## src/rtl/decode_stage.sv

```systemverilog
// decode_stage: registered MIPS decode stage with valid/ready handshake and load-use scoreboard
module decode_stage #(
  parameter int PC_WIDTH = 32,
  parameter int NUM_REGS = 32,
  parameter int LOGIC_IMM_ZEXT = 1,
  parameter int JAL_LINK_REG = 31,
  localparam int REG_AW = $clog2(NUM_REGS)
) (
  input  logic                clk,
  input  logic                rst,
  input  logic                in_valid,
  output logic                in_ready,
  input  logic [31:0]         in_instr,
  input  logic [PC_WIDTH-1:0] in_pc,
  input  logic                flush,
  input  logic                wb_clr_valid,
  input  logic [REG_AW-1:0]   wb_clr_addr,
  output logic                out_valid,
  input  logic                out_ready,
  output logic [PC_WIDTH-1:0] out_pc,
  output logic [REG_AW-1:0]   out_rs,
  output logic [REG_AW-1:0]   out_rt,
  output logic [REG_AW-1:0]   out_rd,
  output logic [31:0]         out_imm,
  output logic [4:0]          out_shamt,
  output logic                out_data_mem_wren,
  output logic                out_reg_file_wren,
  output logic                out_reg_file_dmux_sel,
  output logic                out_reg_file_rmux_sel,
  output logic                out_alu_mux_sel,
  output logic [3:0]          out_alu_op,
  output logic [2:0]          out_pc_control,
  output logic                out_illegal
);
  typedef struct packed {
    logic [PC_WIDTH-1:0] pc;
    logic [REG_AW-1:0]   rs;
    logic [REG_AW-1:0]   rt;
    logic [REG_AW-1:0]   rd;
    logic [31:0]         imm;
    logic [4:0]          shamt;
    logic                dmw;
    logic                rfw;
    logic                dmux;
    logic                rmux;
    logic                amux;
    logic [3:0]          alu;
    logic [2:0]          pcc;
    logic                ill;
    logic                load;
  } bundle_t;

  logic [5:0] op, fn;
  logic r_type, is_j, is_jal, is_jr, is_jalr, is_beq, is_bne, is_load, is_store;
  logic r_ok, i_ok, i_wr, ill, rs_busy, rt_busy, hazard, in_fire, out_fire;
  logic [3:0] r_alu, i_alu;
  logic [REG_AW-1:0] src_s, src_t, dest;
  logic out_valid_q, out_valid_d;
  logic [NUM_REGS-1:0] sb_q, sb_d;
  bundle_t dec, bundle_q, bundle_d;

  assign op = in_instr[31:26];
  assign fn = in_instr[5:0];
  assign src_s = in_instr[21 +: REG_AW];
  assign src_t = in_instr[16 +: REG_AW];
  assign r_type = op == 6'h00;
  assign is_j = op == 6'h02;
  assign is_jal = op == 6'h03;
  assign is_beq = op == 6'h04;
  assign is_bne = op == 6'h05;
  assign is_jr = r_type && fn == 6'h08;
  assign is_jalr = r_type && fn == 6'h09;
  assign is_load = op inside {6'h20, 6'h21, 6'h23, 6'h24, 6'h25};
  assign is_store = op inside {6'h28, 6'h29, 6'h2b};
  assign ill = r_type ? !r_ok : !i_ok;
  assign dest = r_type ? in_instr[11 +: REG_AW] : is_jal ? REG_AW'(JAL_LINK_REG) : src_t;

  // R-type funct to ALU op
  always_comb begin
    r_alu = 4'hf;
    r_ok = 1'b1;
    case (fn)
      6'h00: r_alu = 4'h8;
      6'h02: r_alu = 4'h9;
      6'h03: r_alu = 4'ha;
      6'h08, 6'h09: r_alu = 4'hf;
      6'h20: r_alu = 4'hb;
      6'h21: r_alu = 4'h2;
      6'h22: r_alu = 4'he;
      6'h23: r_alu = 4'h6;
      6'h24: r_alu = 4'h0;
      6'h25: r_alu = 4'h1;
      6'h26: r_alu = 4'h3;
      6'h27: r_alu = 4'h4;
      6'h2a: r_alu = 4'h7;
      default: r_ok = 1'b0;
    endcase
  end

  // I/J-type opcode to ALU op and rt-writeback flag
  always_comb begin
    i_alu = 4'hf;
    i_ok = 1'b1;
    i_wr = 1'b1;
    case (op)
      6'h02, 6'h03: i_wr = 1'b0;
      6'h04, 6'h05: begin i_alu = 4'he; i_wr = 1'b0; end
      6'h08: i_alu = 4'hb;
      6'h09: i_alu = 4'h2;
      6'h0a: i_alu = 4'h7;
      6'h0c: i_alu = 4'h0;
      6'h0d: i_alu = 4'h1;
      6'h0e: i_alu = 4'h3;
      6'h0f: i_alu = 4'hc;
      6'h20, 6'h21, 6'h23, 6'h24, 6'h25: i_alu = 4'hb;
      6'h28, 6'h29, 6'h2b: begin i_alu = 4'hb; i_wr = 1'b0; end
      default: begin i_ok = 1'b0; i_wr = 1'b0; end
    endcase
  end

  // assemble the control bundle for the offered instruction
  always_comb begin
    dec = '0;
    dec.pc = in_pc;
    dec.rs = src_s;
    dec.rt = src_t;
    dec.rd = dest;
    dec.imm = (is_j || is_jal) ? {6'h0, in_instr[25:0]} :
              (op == 6'h0f) ? {in_instr[15:0], 16'h0} :
              (LOGIC_IMM_ZEXT != 0 && (op == 6'h0c || op == 6'h0d)) ? {16'h0, in_instr[15:0]} :
              {{16{in_instr[15]}}, in_instr[15:0]};
    dec.shamt = in_instr[10:6];
    dec.dmw = is_store;
    dec.rfw = (r_type ? !is_jr : (is_jal || i_wr)) && !ill && dest != '0;
    dec.dmux = !is_load;
    dec.rmux = r_type;
    dec.amux = r_type || is_beq || is_bne;
    dec.alu = ill ? 4'hf : r_type ? r_alu : i_alu;
    dec.pcc = (is_j || is_jal) ? 3'd1 : (is_jr || is_jalr) ? 3'd2 : is_beq ? 3'd3 : is_bne ? 3'd4 : 3'd0;
    dec.ill = ill;
    dec.load = is_load;
  end

  assign rs_busy = src_s != '0 && (sb_q[src_s] || (out_valid_q && bundle_q.load && bundle_q.rd == src_s));
  assign rt_busy = src_t != '0 && (sb_q[src_t] || (out_valid_q && bundle_q.load && bundle_q.rd == src_t));
  assign hazard = in_valid && ((!(is_j || is_jal) && rs_busy) || ((r_type || is_beq || is_bne || is_store) && rt_busy));
  assign in_ready = !rst && (!out_valid_q || out_ready) && !hazard && !flush;
  assign in_fire = in_valid && in_ready;
  assign out_fire = out_valid_q && out_ready;

  // next-state for valid, bundle and scoreboard; a killed load never marks its destination busy
  always_comb begin
    out_valid_d = flush ? 1'b0 : in_fire ? 1'b1 : out_fire ? 1'b0 : out_valid_q;
    bundle_d = in_fire ? dec : bundle_q;
    sb_d = sb_q;
    if (wb_clr_valid && wb_clr_addr != '0) sb_d[wb_clr_addr] = 1'b0;
    if (out_fire && !flush && bundle_q.load && bundle_q.rd != '0) sb_d[bundle_q.rd] = 1'b1;
  end

  // state registers
  always_ff @(posedge clk) begin
    if (rst) begin
      out_valid_q <= 1'b0;
      bundle_q <= '0;
      sb_q <= '0;
    end else begin
      out_valid_q <= out_valid_d;
      bundle_q <= bundle_d;
      sb_q <= sb_d;
    end
  end

  assign out_valid = out_valid_q;
  assign out_pc = bundle_q.pc;
  assign out_rs = bundle_q.rs;
  assign out_rt = bundle_q.rt;
  assign out_rd = bundle_q.rd;
  assign out_imm = bundle_q.imm;
  assign out_shamt = bundle_q.shamt;
  assign out_data_mem_wren = bundle_q.dmw;
  assign out_reg_file_wren = bundle_q.rfw;
  assign out_reg_file_dmux_sel = bundle_q.dmux;
  assign out_reg_file_rmux_sel = bundle_q.rmux;
  assign out_alu_mux_sel = bundle_q.amux;
  assign out_alu_op = bundle_q.alu;
  assign out_pc_control = bundle_q.pcc;
  assign out_illegal = bundle_q.ill;
endmodule

```

## config.mk

```make
export PLATFORM = sky130hd
export DESIGN_NAME = decode_stage
export DESIGN_NICKNAME = d
export VERILOG_FILES = /design/src/rtl/decode_stage.sv
export SDC_FILE = /design/constraint.sdc
export NUM_CORES = 1
export LEC_CHECK = 0
export CAP_MARGIN = 30
export CELL_PAD_IN_SITES_DETAIL_PLACEMENT = 1
export CELL_PAD_IN_SITES_GLOBAL_PLACEMENT = 2
export CORE_ASPECT_RATIO = 0.5
export CORE_MARGIN = 4
export CORE_UTILIZATION = 29
export CTS_BUF_LIST = sky130_fd_sc_hd__clkbuf_16
export DETAILED_ROUTE_END_ITERATION = 7
export PLACE_DENSITY_LB_ADDON = 0.05
export SYNTH_ARGS = -nofsm -noshare
export SYNTH_HDL_FRONTEND = slang
export SYNTH_SLANG_ARGS = --single-unit
```

## constraint.sdc

```tcl
create_clock -name clk -period 4.9 [get_ports clk]
set_clock_uncertainty 0.15 [all_clocks]
set_input_delay 1.47 -clock clk [delete_from_list [all_inputs] [get_ports clk]]
set_output_delay 1.47 -clock clk [all_outputs]
set_load 0.02 [all_outputs]
```

# After elaboration in Yosys (flattened, before gate mapping)
# Cells that the tools add are included.
# totals
regBits	131
in_bits	75
output_inout_bits	99
# classes
magnitude_cmp	6
n_eq_ne	34
mux	30
bitwise	3
reduce_logical	60
# ops
op	n
two-way mux 32 bit	5
== test 6 bit (second input constant)	17
== test 6 x 4 -> 1 bit (second input constant)	9
one-hot mux 4 bit (12 select lines)	1
bitwise AND 32 bit	1
inverter 32 bit	1
OR 32 bit	1
one-hot mux 4 bit (8 select lines)	1
nonzero test 5 bit	6
== test 6 x 2 -> 1 bit (second input constant)	4
< comparator 5 x 6 -> 1 bit (second input constant)	4
logical AND 1 bit	23
OR reduction 19 bit	1
OR reduction 14 bit	1
== test 6 x 3 -> 1 bit (second input constant)	2
logical NOT 6 bit	2
two-way mux 3 bit	4
OR reduction 12 bit	1
logical OR 1 bit	11
two-way mux 1 bit	11
binary-select mux 1 bit (select 5 bit)	2
demux 1 bit (select 5 bit)	2
== test 5 bit	2
>= comparator 5 x 1 -> 1 bit (second input constant)	2
other kinds (7)	19

# Logic depth before layout (Yosys ltp)
# Gate-level depths: netlist (run 1).
# depth
ltp_word	12
depth_mapped	12
depth_no_buf	7

# Worst setup path before layout (run 1)
# Ideal clock, no wire load.
# synth_path
path_type	in2out
from	input port in_instr[16]
to	output port in_ready
arrival_time_ns	3.530
required_time_ns	3.280
path_slack_ns	-0.250
stages	7
path_cell_list	buf_2 -> mux4_2 -> mux4_2 -> or2_0 -> a21oi_2 -> o21ai_0 -> a21boi_0
# synth_between
elab_chain_len	10
word_cells_on_any_way	13
classes_between	eq/ne: 1; mux: 2; reduce/logical: 10
# synth_rtl
element	line_no	text
from (decl)	13	input logic [31:0] in_instr,
binary-select mux 1 bit (select 5 bit) or == test 5 bit (tied branches)	145	assign rt_busy = src_t != '0 && (sb_q[src_t] || (out_valid_q && bundle_q.load && bundle_q.rd == src_t));
two-way mux 1 bit (not written as such) or logical AND 1 bit (tied branches)	145	
logical OR 1 bit	145	
logical AND 1 bit (*)	145	
logical AND 1 bit (*)	146	assign hazard = in_valid && ((!(is_j || is_jal) && rs_busy) || ((r_type || is_beq || is_bne || is_store) && rt ...
logical OR 1 bit (*)	146	
logical AND 1 bit (*)	146	
logical NOT 1 bit (*)	147	assign in_ready = !rst && (!out_valid_q || out_ready) && !hazard && !flush;
logical AND 1 bit (*) (2 in series)	147	
to (decl)	12	output logic in_ready,
# Mark *: on every way between the ends. The rest lies on a longest branch, timed or not. The select of a mux whose other input is x is not followed.

# Final worst setup path (run 1)
# Same ends and word-level chain as after synthesis.

==> flow_summary.ini, run 1 <==
[outcome]
status = finished, violations left
violations = negative setup slack

[pwr]
p_leak_uw = 0.00347
switching_share = 0.257
p_seq_frac = 0.373
power.internal_uw = 2220
vdd_drop_max_uv = 174
clockPowerShare = 0.469
power_density_mw_per_mm2 = 301
netSwitchingPower_uw = 771
comb_power_share = 0.157

[layout]
nets = 1019
drive_above_1_share = 0.173
num-fill-cells = 2651
regArea_mm2 = 0.00262
n_antenna_cell = 0
finalNonFillerCells = 1263
syn2layout_area_growth_pct = 41.5
multi_input_area_mm2 = 0.00357
design_area_mm2 = 0.00995

[floorplanning]
ios = 174
die_h_um = 118
die_w_um = 228
core_area_mm2 = 0.0233
die_area_mm2 = 0.0269
initial_core_util = 0.301
rows = 39

[grt]
grt_pass1_vias = 6530
grt_use_total = 0.185
use_met1 = 0.253
grt_max_degree = 69
grt_pass1_wl_mm = 39.0
use_met3 = 0.0474
busiest_layer = met2
grt_util_met2 = 0.291
grt_overflow = 0
antenna_found_initial = 0

[yosys]
synth_nets = 902
synth_area_mm2 = 0.00703
ys_seq_elements = 131
yosys_warnings = 0
postSynthAreaPerCell_um2 = 8.50
synth_cell_types = 54
synthCells = 827
ys_async_sr_fraction = 0
synth-edff-count = 0
synth_top_flop_cell = dfxtp_1
synth.yosys.seq_area_share = 0.373

[timing]
timing.final.crit_share = 1.01
worst_slack_ns = -0.0610
whs_ns = 0.312
slew_headroom = 0.479
period_minus_slack_ns = 4.96
tns_ns = -0.0610
worstMarginPinSlew_ns = 0.781
setup_violations = 1
final_hold_viol_count = 0
rsz0062_at_grt = true
max_freq_mhz = 202
slew_violations = 0

[place]
detailed_place_hpwl_mm = 18.5
io_buffers = 173
finalWeightedCongestion = 0.852
place_area_mm2 = 0.00863
placedCellCount = 1204

[flow_run]
drv_cap = 0

[clock_tree]
tritoncts = done
htree_levels = 4
path_clk_slew_ns = 0.06
cts_buffer_depth = 2
root_buffer = clkbuf_16
numCtsBuffers = 17
clock_latency_ns = 0.43
cts.sinks = 131

[hold_path]
min_to = out_pc_control[2]$_SDFFE_PP0P_
hp-class = reg2reg
whs_path_depth = 2
worstHoldStart = out_pc_control[2]$_SDFFE_PP0P_

[routing]
first_iter_violations = 286
ant_nets = 0
drc = 0
via_count = 6268
dr.pass1.iters = 4
avgRoutedWirePerCell_um = 20.8
via_per_inst = 4.96
wirelength_mm = 26.3

[worst_setup_path]
reg2regPathDepth = 22
crit_fanout = 6
arrival_ns = 3.34
crit_required_ns = 3.28
path_class = in2out
endpoint_kind = output port
regToRegSetupSlack_ns = 0.93
rr_endpoint = out_pc[20]$_SDFFE_PP0P_
timing.rr.start = sb_q[12]$_SDFF_PP0_
cp-start-kind = primary input
[cell usage in the layout, fill, tap and decap left out, types with 11 or more instances in the layout]
master and n:
clkdlybuf4s50_1 160, dfxtp_1 131, nor2_1 92, o21ai_0 61, mux2i_1 53, nand2_1 51
a21oi_1 47, buf_4 47, nand2b_1 30, clkbuf_16 28, nand3_1 25, buf_6 18
nor2b_1 17, mux4_2 15, inv_1 13, a211oi_1 13, nor3_1 11, a221oi_1 11
[Yosys cell counts, drive strengths merged (2+ instances only)]
master	count	area, um2
nand4	4	25.0
nand2	51	191
buf	110	816
nor4	9	56.3
mux2i	54	541
mux2	2	22.5
or3	3	18.8
o211ai	2	15.0
a21boi	3	22.5
or4	4	30.0
clkbuf	45	169
o22a	3	26.3
dfxtp	131	2620
inv	12	45.0
o2111ai	2	17.5
o311ai	2	17.5
xnor2	7	61.3
a221oi	11	96.3
nor3b	2	15.0
a311oi	2	17.5
mux4	15	338
o41ai	2	17.5
nand3	25	125
a31oi	3	18.8
nand2b	30	188
nor3	14	70.1
nand3b	5	37.5
xor2	5	43.8
o22ai	5	31.3
or2	5	31.3
a211oi	21	158
o221ai	2	17.5
o21ai	65	325
nor2b	17	106
nor2	94	353
a21oi	48	244
o31ai	2	15.0
[layout make-up]
| class | count | area share |
|---|---|---|
| Inverter | 12 | 0.00453 |
| Tap cell | 307 | 0.0386 |
| Sequential cell | 131 | 0.264 |
| Multi-Input combinational cell | 529 | 0.359 |
| Clock buffer | 17 | 0.0428 |
| Clock inverter | 14 | 0.0215 |
| Timing Repair Buffer | 253 | 0.270 |
[power by group through the flow]
stage               registers, uW  clock network, uW  logic [uW]
finish                       1120               1400         471
CTS                          1120               1430         436
detailed placement           1140                  0         415
global route                 1120               1490         508
global placement             1140                  0         413
floorplan                    1130                  0         246
[how the worst max path moves through the flow]
stage / start / endpoint / cells past startpoint
after detailed placement: in_instr[16] / in_ready / 9
final: in_instr[16] / in_ready / 8
after global placement: in_instr[16] / in_ready / 9
after CTS: in_instr[16] / in_ready / 9
after global routing: in_instr[16] / in_ready / 8
after floorplan: in_instr[16] / in_ready / 7
[worst max-delay path, stage by stage]
cell and delay, ns:
buf_12 0.09, mux4_2 0.48, mux4_2 0.48, or2_1 0.24, a21oi_2 0.20, o21ai_2 0.08, a21boi_2 0.15, buf_6 0.14
[metal layers]
metal | vias to the layer above | share of wire | routed length [um]
li1 | 3049 | - | -
met1 | 3072 | 0.50 | 13100
met2 | 126 | 0.45 | 11900
met3 | 21 | 0.044 | 1150
met4 | 0 | 0.0096 | 252
met5 | - | 0 | 0
[through the flow]
| step | power [uW] | utilization | worst slack (ns) |
|---|---|---|---|
| 2_1_floorplan | 1380 | - | 0.0318 |
| 3_3_place_gp | 1550 | 0.370 | -1.10 |
| 3_5_place_dp | 1560 | 0.370 | -1.15 |
| 4_1_cts | 2990 | 0.407 | -0.226 |
| 5_1_grt | 3110 | 0.426 | -0.157 |
| 6_report | 2990 | 0.426 | -0.0610 |
[sequential cells by signal, indices dropped and copies added (netlist names)]
name                   cells
out_reg_file_wren          1
out_pc_control             3
out_rt                     5
out_pc                    32
out_illegal                1
out_valid                  1
out_reg_file_dmux_sel      1
out_rs                     5
out_data_mem_wren          1
out_reg_file_rmux_sel      1
sb_q                      32
bundle_q                   1
out_shamt                  5
out_rd                     5
out_imm                   32
out_alu_op                 4
out_alu_mux_sel            1
[logic make-up after synthesis]
family,Yosys count,share of synthesized area
and+or+nand+nor,268,0.183
AOI/OAI and AO/OA,178,0.154
buffers and inverters,167,0.146
DFF,131,0.373
muxes,71,0.128
xor gates and xnor gates,12,0.0150
[what timing repair did]
item                       in CTS  in global routing
hold buffers                    0                  0
setup buffers                  17                  4
setup endpoints to repair       1                100
pin swaps                      17                 13
cloned                          0                 11
resized for setup              48                 45
Power figures use the tool's default switching activity.
==> run 2, diff against run 1 <==
CTS_CLUSTER_DIAMETER = 30   (was unset)
==> results of run 2 <==
Final layout, timing and power as in run 1 (identical DEF).
